`config.mk`:
```
export PLATFORM = sky130hd
export DESIGN_NAME = fir_mac_ctrl
export DESIGN_NICKNAME = d
export VERILOG_FILES = /design/src/rtl/fir_pkg.sv /design/src/rtl/fir_tap_line.sv /design/src/rtl/fir_mac_ctrl.sv
export SDC_FILE = /design/constraint.sdc
export NUM_CORES = 1
export LEC_CHECK = 0
export ABC_CLOCK_PERIOD_IN_PS = 2500
export CAP_MARGIN = 10
export CORE_UTILIZATION = 30
export DETAILED_ROUTE_END_ITERATION = 16
export GPL_TIMING_DRIVEN = 1
export HOLD_SLACK_MARGIN = 0.06
export PLACE_DENSITY = 0.59
export SKIP_CTS_REPAIR_TIMING = 1
export SKIP_LAST_GASP = 1
export SLEW_MARGIN = 15
export SYNTH_ARGS = -nofsm -noshare
export SYNTH_HDL_FRONTEND = slang
export SYNTH_SLANG_ARGS = --single-unit
```
`constraint.sdc`:
```
create_clock -name clk -period 2.5 [get_ports clk]
set_input_delay 0.5 -clock clk [delete_from_list [all_inputs] [get_ports clk]]
set_output_delay 0.5 -clock clk [all_outputs]
set_load 0.02 [all_outputs]
```
`src/rtl/fir_pkg.sv`:
```
// ---------------------------------------------------------------------------
// fir_pkg
// Shared constants for the 4-tap FIR MAC sequencer:
//   DATA_W  - sample/coefficient width (signed Q1.7)
//   ACC_W   - MAC accumulation width
//   NTAPS   - number of taps / delay-line depth
//   ST_*    - sequencer state encoding (IDLE, RUN, OUT)
// ---------------------------------------------------------------------------
package fir_pkg;

    localparam int DATA_W = 8;
    localparam int ACC_W  = 10;
    localparam int NTAPS  = 4;

    localparam logic [1:0] ST_IDLE = 2'd0;
    localparam logic [1:0] ST_RUN  = 2'd1;
    localparam logic [1:0] ST_OUT  = 2'd2;

endpackage

```
`src/rtl/fir_tap_line.sv`:
```
// ---------------------------------------------------------------------------
// fir_tap_line
// Sample delay line plus coefficient register file feeding the MAC.
// Ports:
//   clk, rst   - clock, asynchronous active-high reset (clears all taps)
//   shift_i    - push sample_i into tap 0, older samples move up one tap
//   flush_i    - zero the whole delay line (has priority over shift_i)
//   sample_i   - new sample x[n]
//   wr_i       - coefficient write strobe
//   waddr_i    - coefficient index 0..3
//   wdata_i    - coefficient value
//   data_o     - delay line, index 0 = newest sample
//   coef_o     - coefficient registers h[0..3]
// Gating of shift/flush/write by the sequencer state is done by the caller.
// ---------------------------------------------------------------------------
module fir_tap_line
    import fir_pkg::*;
#(
    parameter int DATA_W = fir_pkg::DATA_W
) (
    input  logic                           clk,
    input  logic                           rst,
    input  logic                           shift_i,
    input  logic                           flush_i,
    input  logic [DATA_W-1:0]              sample_i,
    input  logic                           wr_i,
    input  logic [1:0]                     waddr_i,
    input  logic [DATA_W-1:0]              wdata_i,
    output logic [NTAPS-1:0][DATA_W-1:0]   data_o,
    output logic [NTAPS-1:0][DATA_W-1:0]   coef_o
);

    logic [NTAPS-1:0][DATA_W-1:0] data_q, data_d;
    logic [NTAPS-1:0][DATA_W-1:0] coef_q, coef_d;

    always_comb begin
        data_d = data_q;
        coef_d = coef_q;
        if (flush_i) begin
            data_d = '0;
        end else if (shift_i) begin
            // Packed concat: the new sample lands in element 0, element k moves to k+1.
            data_d = {data_q[NTAPS-2:0], sample_i};
        end
        if (wr_i) begin
            coef_d[waddr_i] = wdata_i;
        end
    end

    always_ff @(posedge clk or posedge rst) begin
        if (rst) begin
            data_q <= '0;
            coef_q <= '0;
        end else begin
            data_q <= data_d;
            coef_q <= coef_d;
        end
    end

    assign data_o = data_q;
    assign coef_o = coef_q;

endmodule

```
`src/rtl/fir_mac_ctrl.sv`:
```
// ---------------------------------------------------------------------------
// fir_mac_ctrl
// Sequencer for the 4-tap FIR MAC datapath. Accepts one sample per
// in_valid/in_ready handshake, shifts it into the delay line, holds
// mac_enable until mac_done, captures the result and offers it on an
// out_valid/out_ready port. One sample in flight at a time.
// Ports:
//   clk, rst                 - clock, asynchronous active-high reset
//   in_valid/in_ready/in_data - sample input handshake (in_ready = IDLE)
//   flush                    - zero the delay line (IDLE only, beats in_valid)
//   coef_wr/coef_addr/coef_wdata - coefficient write (IDLE only)
//   mac_enable/mac_done/mac_data_out - MAC handshake and result
//   h_0..h_3                 - coefficient registers to the MAC
//   data_0..data_3           - delay line to the MAC, data_0 = newest
//   out_valid/out_ready/out_data - registered result handshake
//   busy                     - state != IDLE
//   timeout_err              - one-cycle pulse on RUN timeout
// Optional feature: define FIR_MAC_CTRL_TIMEOUT_EN to abort RUN after
// TIMEOUT_CYCLES cycles without mac_done (otherwise RUN waits forever and
// timeout_err is tied low).
// ---------------------------------------------------------------------------
module fir_mac_ctrl
    import fir_pkg::*;
#(
    parameter int DATA_W         = fir_pkg::DATA_W,
    parameter int ACC_W          = fir_pkg::ACC_W,
    parameter int TIMEOUT_CYCLES = 64
) (
    input  logic              clk,
    input  logic              rst,
    input  logic              in_valid,
    output logic              in_ready,
    input  logic [DATA_W-1:0] in_data,
    input  logic              flush,
    input  logic              coef_wr,
    input  logic [1:0]        coef_addr,
    input  logic [DATA_W-1:0] coef_wdata,
    output logic              mac_enable,
    input  logic              mac_done,
    input  logic [ACC_W-1:0]  mac_data_out,
    output logic [DATA_W-1:0] h_0,
    output logic [DATA_W-1:0] h_1,
    output logic [DATA_W-1:0] h_2,
    output logic [DATA_W-1:0] h_3,
    output logic [DATA_W-1:0] data_0,
    output logic [DATA_W-1:0] data_1,
    output logic [DATA_W-1:0] data_2,
    output logic [DATA_W-1:0] data_3,
    output logic              out_valid,
    input  logic              out_ready,
    output logic [ACC_W-1:0]  out_data,
    output logic              busy,
    output logic              timeout_err
);

    if (TIMEOUT_CYCLES < 1) begin : g_bad_timeout
        $error("fir_mac_ctrl: TIMEOUT_CYCLES must be at least 1");
    end

    logic [1:0]       state_q, state_d;
    logic             mac_en_q, mac_en_d;
    logic             out_valid_q, out_valid_d;
    logic [ACC_W-1:0] out_data_q, out_data_d;

    logic is_idle, accept, flush_en, coef_we;
    logic [NTAPS-1:0][DATA_W-1:0] taps, coefs;

    assign is_idle  = (state_q == ST_IDLE);
    // Flush beats a simultaneous handshake: the sample is dropped.
    assign accept   = is_idle && in_valid && !flush;
    assign flush_en = is_idle && flush;
    // Coefficients only change between computations.
    assign coef_we  = is_idle && coef_wr;

`ifdef FIR_MAC_CTRL_TIMEOUT_EN
    localparam int CNT_W = ($clog2(TIMEOUT_CYCLES + 1) > 8) ? $clog2(TIMEOUT_CYCLES + 1) : 8;
    localparam logic [CNT_W-1:0] TO_LAST = CNT_W'(TIMEOUT_CYCLES - 1);

    logic [CNT_W-1:0] to_cnt_q, to_cnt_d;
    logic             to_err_q, to_err_d;

    // Counter is held at zero outside RUN, so it starts from zero on RUN entry.
    assign to_cnt_d = (state_q == ST_RUN) ? to_cnt_q + 1'b1 : '0;

    always_ff @(posedge clk or posedge rst) begin
        if (rst) begin
            to_cnt_q <= '0;
            to_err_q <= 1'b0;
        end else begin
            to_cnt_q <= to_cnt_d;
            to_err_q <= to_err_d;
        end
    end

    assign timeout_err = to_err_q;
`else
    assign timeout_err = 1'b0;
`endif

    always_comb begin
        state_d     = state_q;
        mac_en_d    = mac_en_q;
        out_valid_d = out_valid_q;
        out_data_d  = out_data_q;
`ifdef FIR_MAC_CTRL_TIMEOUT_EN
        to_err_d    = 1'b0;
`endif
        case (state_q)
            ST_IDLE: begin
                if (accept) begin
                    mac_en_d = 1'b1;
                    state_d  = ST_RUN;
                end
            end
            ST_RUN: begin
                if (mac_done) begin
                    out_data_d  = mac_data_out;
                    out_valid_d = 1'b1;
                    mac_en_d    = 1'b0;
                    state_d     = ST_OUT;
                end
`ifdef FIR_MAC_CTRL_TIMEOUT_EN
                // to_cnt_q == TO_LAST means this is the TIMEOUT_CYCLES-th RUN cycle.
                else if (to_cnt_q == TO_LAST) begin
                    mac_en_d = 1'b0;
                    to_err_d = 1'b1;
                    state_d  = ST_IDLE;
                end
`endif
            end
            ST_OUT: begin
                if (out_ready) begin
                    out_valid_d = 1'b0;
                    state_d     = ST_IDLE;
                end
            end
            default: begin
                mac_en_d    = 1'b0;
                out_valid_d = 1'b0;
                state_d     = ST_IDLE;
            end
        endcase
    end

    always_ff @(posedge clk or posedge rst) begin
        if (rst) begin
            state_q     <= ST_IDLE;
            mac_en_q    <= 1'b0;
            out_valid_q <= 1'b0;
            out_data_q  <= '0;
        end else begin
            state_q     <= state_d;
            mac_en_q    <= mac_en_d;
            out_valid_q <= out_valid_d;
            out_data_q  <= out_data_d;
        end
    end

    fir_tap_line #(
        .DATA_W (DATA_W)
    ) u_tap_line (
        .clk      (clk),
        .rst      (rst),
        .shift_i  (accept),
        .flush_i  (flush_en),
        .sample_i (in_data),
        .wr_i     (coef_we),
        .waddr_i  (coef_addr),
        .wdata_i  (coef_wdata),
        .data_o   (taps),
        .coef_o   (coefs)
    );

    assign in_ready   = is_idle;
    assign busy       = !is_idle;
    assign mac_enable = mac_en_q;
    assign out_valid  = out_valid_q;
    assign out_data   = out_data_q;

    assign h_0 = coefs[0];
    assign h_1 = coefs[1];
    assign h_2 = coefs[2];
    assign h_3 = coefs[3];

    assign data_0 = taps[0];
    assign data_1 = taps[1];
    assign data_2 = taps[2];
    assign data_3 = taps[3];

endmodule
```
==> qor.yml <==
outcome:
  status: "completed"
global_route:
  grtUsageTotal: 0.1402
  grt_max_degree: 79
  antenna_found_initial: 0
  grt_pass1_wl_um: 10890
  first_global_vias: 2003
  grt-ovfl-total: 0
floorplan:
  die_h_um: 102.1
  die_area_mm2: 0.01043
  rows: 36
  coreArea_mm2: 0.009729
  ios: 114
  initial_core_util: 0.3090
  die_x_um: 102.1
sta:
  fin_worst_skew_ps: 5.704
  max_freq_ghz: 0.4421
  fin_tns_setup_ps: 0
  worst_slack_ps: 238.3
  maxSlewViolCount: 0
  worst_pin_slew_ps: 529.6
  slew_headroom: 0.6459
  rsz0062_at_grt: "no"
  setup_violations: 0
  timing_hold_violations_final: 0
  final.period_utilization: 0.9047
  fin_crit_ps: 2262
setup_path:
  crit_path_start_kind: "flip-flop"
  r2r-start: "state_q[0]"
  critical_path_arrival_ps: 1760
  path_max_fanout: 8
  rrSetupSlack_ps: 850
  rr_endpoint: "u_tap_line.coef_o[13]"
  critPathKind: "reg -> out"
  cp.required_ps: 2000
  worstRegToRegCells: 4
  end_kind: "output port"
logic_synthesis:
  yosysTopAreaCellShare: 0.6492
  synth_area_leader_cell: "dfrtp_1"
  synth_area_leaders: "dfrtp_1, mux2_2, a22o_1"
  synth_seq_cells: 78
  netlist_instances: 185
  syn-mean-instance-area_um2: 16.25
  yosysSeqAreaShare: 0.6492
  yosysUniqueCellTypes: 26
  synth_fp_nets: 220
  syn_area_mm2: 0.003007
  synth_warnings: 0
clocking:
  cts_sinks: 78
  root_buffer: "clkbuf_8"
  cts.clk_slew.worst_paths_ps: 80
  clock_latency_ps: 340
  clockBufferDepth: 2
  cts_tree: "done"
  numCtsBuffers: 9
  htreeDepth: 3
power_and_ir_drop:
  powerDensity_mw_per_mm2: 1022
  p_total_mw: 4.551
  ir_drop_mv: 0.4010
  power_leakage_nw: 1.926
final_layout:
  final_cell_area_mm2: 0.004452
  n_fill_cell: 897
  syn2layout_area_growth_pct: 48.06
  diodes: 0
  drive_gt1_frac: 0.2222
  fin_nets: 336
hold_path:
  worstHoldStart: "u_tap_line.data_o[30]"
  holdPathStages: 1
  holdPathEnd: "u_tap_line.data_o[30]"
  hp-class: "reg -> reg"
route:
  drc: 0
  vias: 1977
  firstDrtPassIters: 4
  drtIter0Drc: 76
  wl_per_cell_um: 15.56
  drtAntennaViolNets: 0
  via_per_inst: 4.503
  wirelength_um: 6831
place:
  place.gp.congestion: 0.7225
  io_buffers: 112
  preCtsSetupSlack_ps: 496.9
  placed_cell_area_mm2: 0.004262
  place_hpwl_um: 4662
job:
  maxCapViolCount: 0
per-stage QoR:
step           cells  hold slack [ps]    util
6_report         439            510.2  0.4576
5_1_grt          439            514.9  0.4576
4_1_cts          439            510.7  0.4576
3_5_place_dp     423            479.5  0.4380
3_3_place_gp     423            488.5  0.4380
2_1_floorplan    185            581.0       -
placed cells by master, fill, tap and decap left out, drive strengths merged, types with 2 or more instances in the layout:
cell / n
clkinv: 3
clkinvlp: 3
clkbuf: 10
buf: 4
mux2: 42
nor2: 3
nand3b: 2
a22o: 32
o21ai: 4
clkdlybuf4s50: 112
dfrtp: 78
worst max-delay path: stages (launching register included):
cell and delay (ps):
dfrtp_1 500, nor2_4 270, clkdlybuf4s50_1 650
kinds of logic (layout without fill, tap and decap cells):
logic type             Yosys count  in the layout  synth area share
AOI/OAI and AO/OA               39             39            0.1078
buffers and inverters           13            134           0.02788
DFF                             78             78            0.6492
and+or+nand+nor                 12             12           0.03662
muxes                           42             42            0.1773
other                            1              1          0.001247
flip-flops by register name (all words and copies together) (netlist names):
| signal | cells |
|---|---|
| out_data | 10 |
| mac_enable | 1 |
| u_tap_line.coef_o | 32 |
| out_valid | 1 |
| u_tap_line.data_o | 32 |
| state_q | 2 |
synthesized netlist by cell type (all sizes together):
library cell and count:
nand2 1, o21ai 4, a22o 32, conb 1, buf 9, clkbuf 2, a21o 1, nor2 3
nand3 1, and4b 1, o21a 1, dfrtp 78, inv 2, and4 1, a21oi 1, mux2 42
or2b 1, nor2b 1, nand3b 2, nor4b 1
how the worst max path moves through the flow:
stage / startpoint / to / slack (ps) / depth (start not counted)
final: state_q[0] / in_ready / 240 / 2
after global placement: coef_wr / u_tap_line.coef_o[2] / 530 / 4
after global routing: state_q[0] / in_ready / 140 / 2
after detailed placement: coef_wr / u_tap_line.coef_o[6] / 500 / 4
after CTS: state_q[0] / in_ready / 210 / 2
after floorplan: rst / mac_enable / 5 / 1
where the power goes:
part           leakage, nW  internal, mW  total (mW)  switching (mW)
clock               0.0883         0.458       0.911           0.453
combinational        0.851         0.981        1.80           0.822
sequential           0.987          1.61        1.84           0.224
total                 1.93          3.05        4.55            1.50
area by class of cell:
class	instances	area, um2	share of cell area
clock buffers	10	127.6	0.02867
clock inverters	6	62.56	0.01405
inverters	2	8.758	0.001967
multi-input cells	94	970.9	0.2181
flip-flops and latches	78	1952	0.4384
well taps	133	166.4	0.03738
repair buffers	116	1164	0.2614
routing by layer:
layer	track usage	part of all wire	vias up
met1	0.1879	0.47	995
li1	-	-	913
met4	0.07253	0.019	0
met3	0.03010	0.047	10
met5	0	0	-
met2	0.2137	0.46	59
Note: power is estimated with default switching activity, not from simulation.
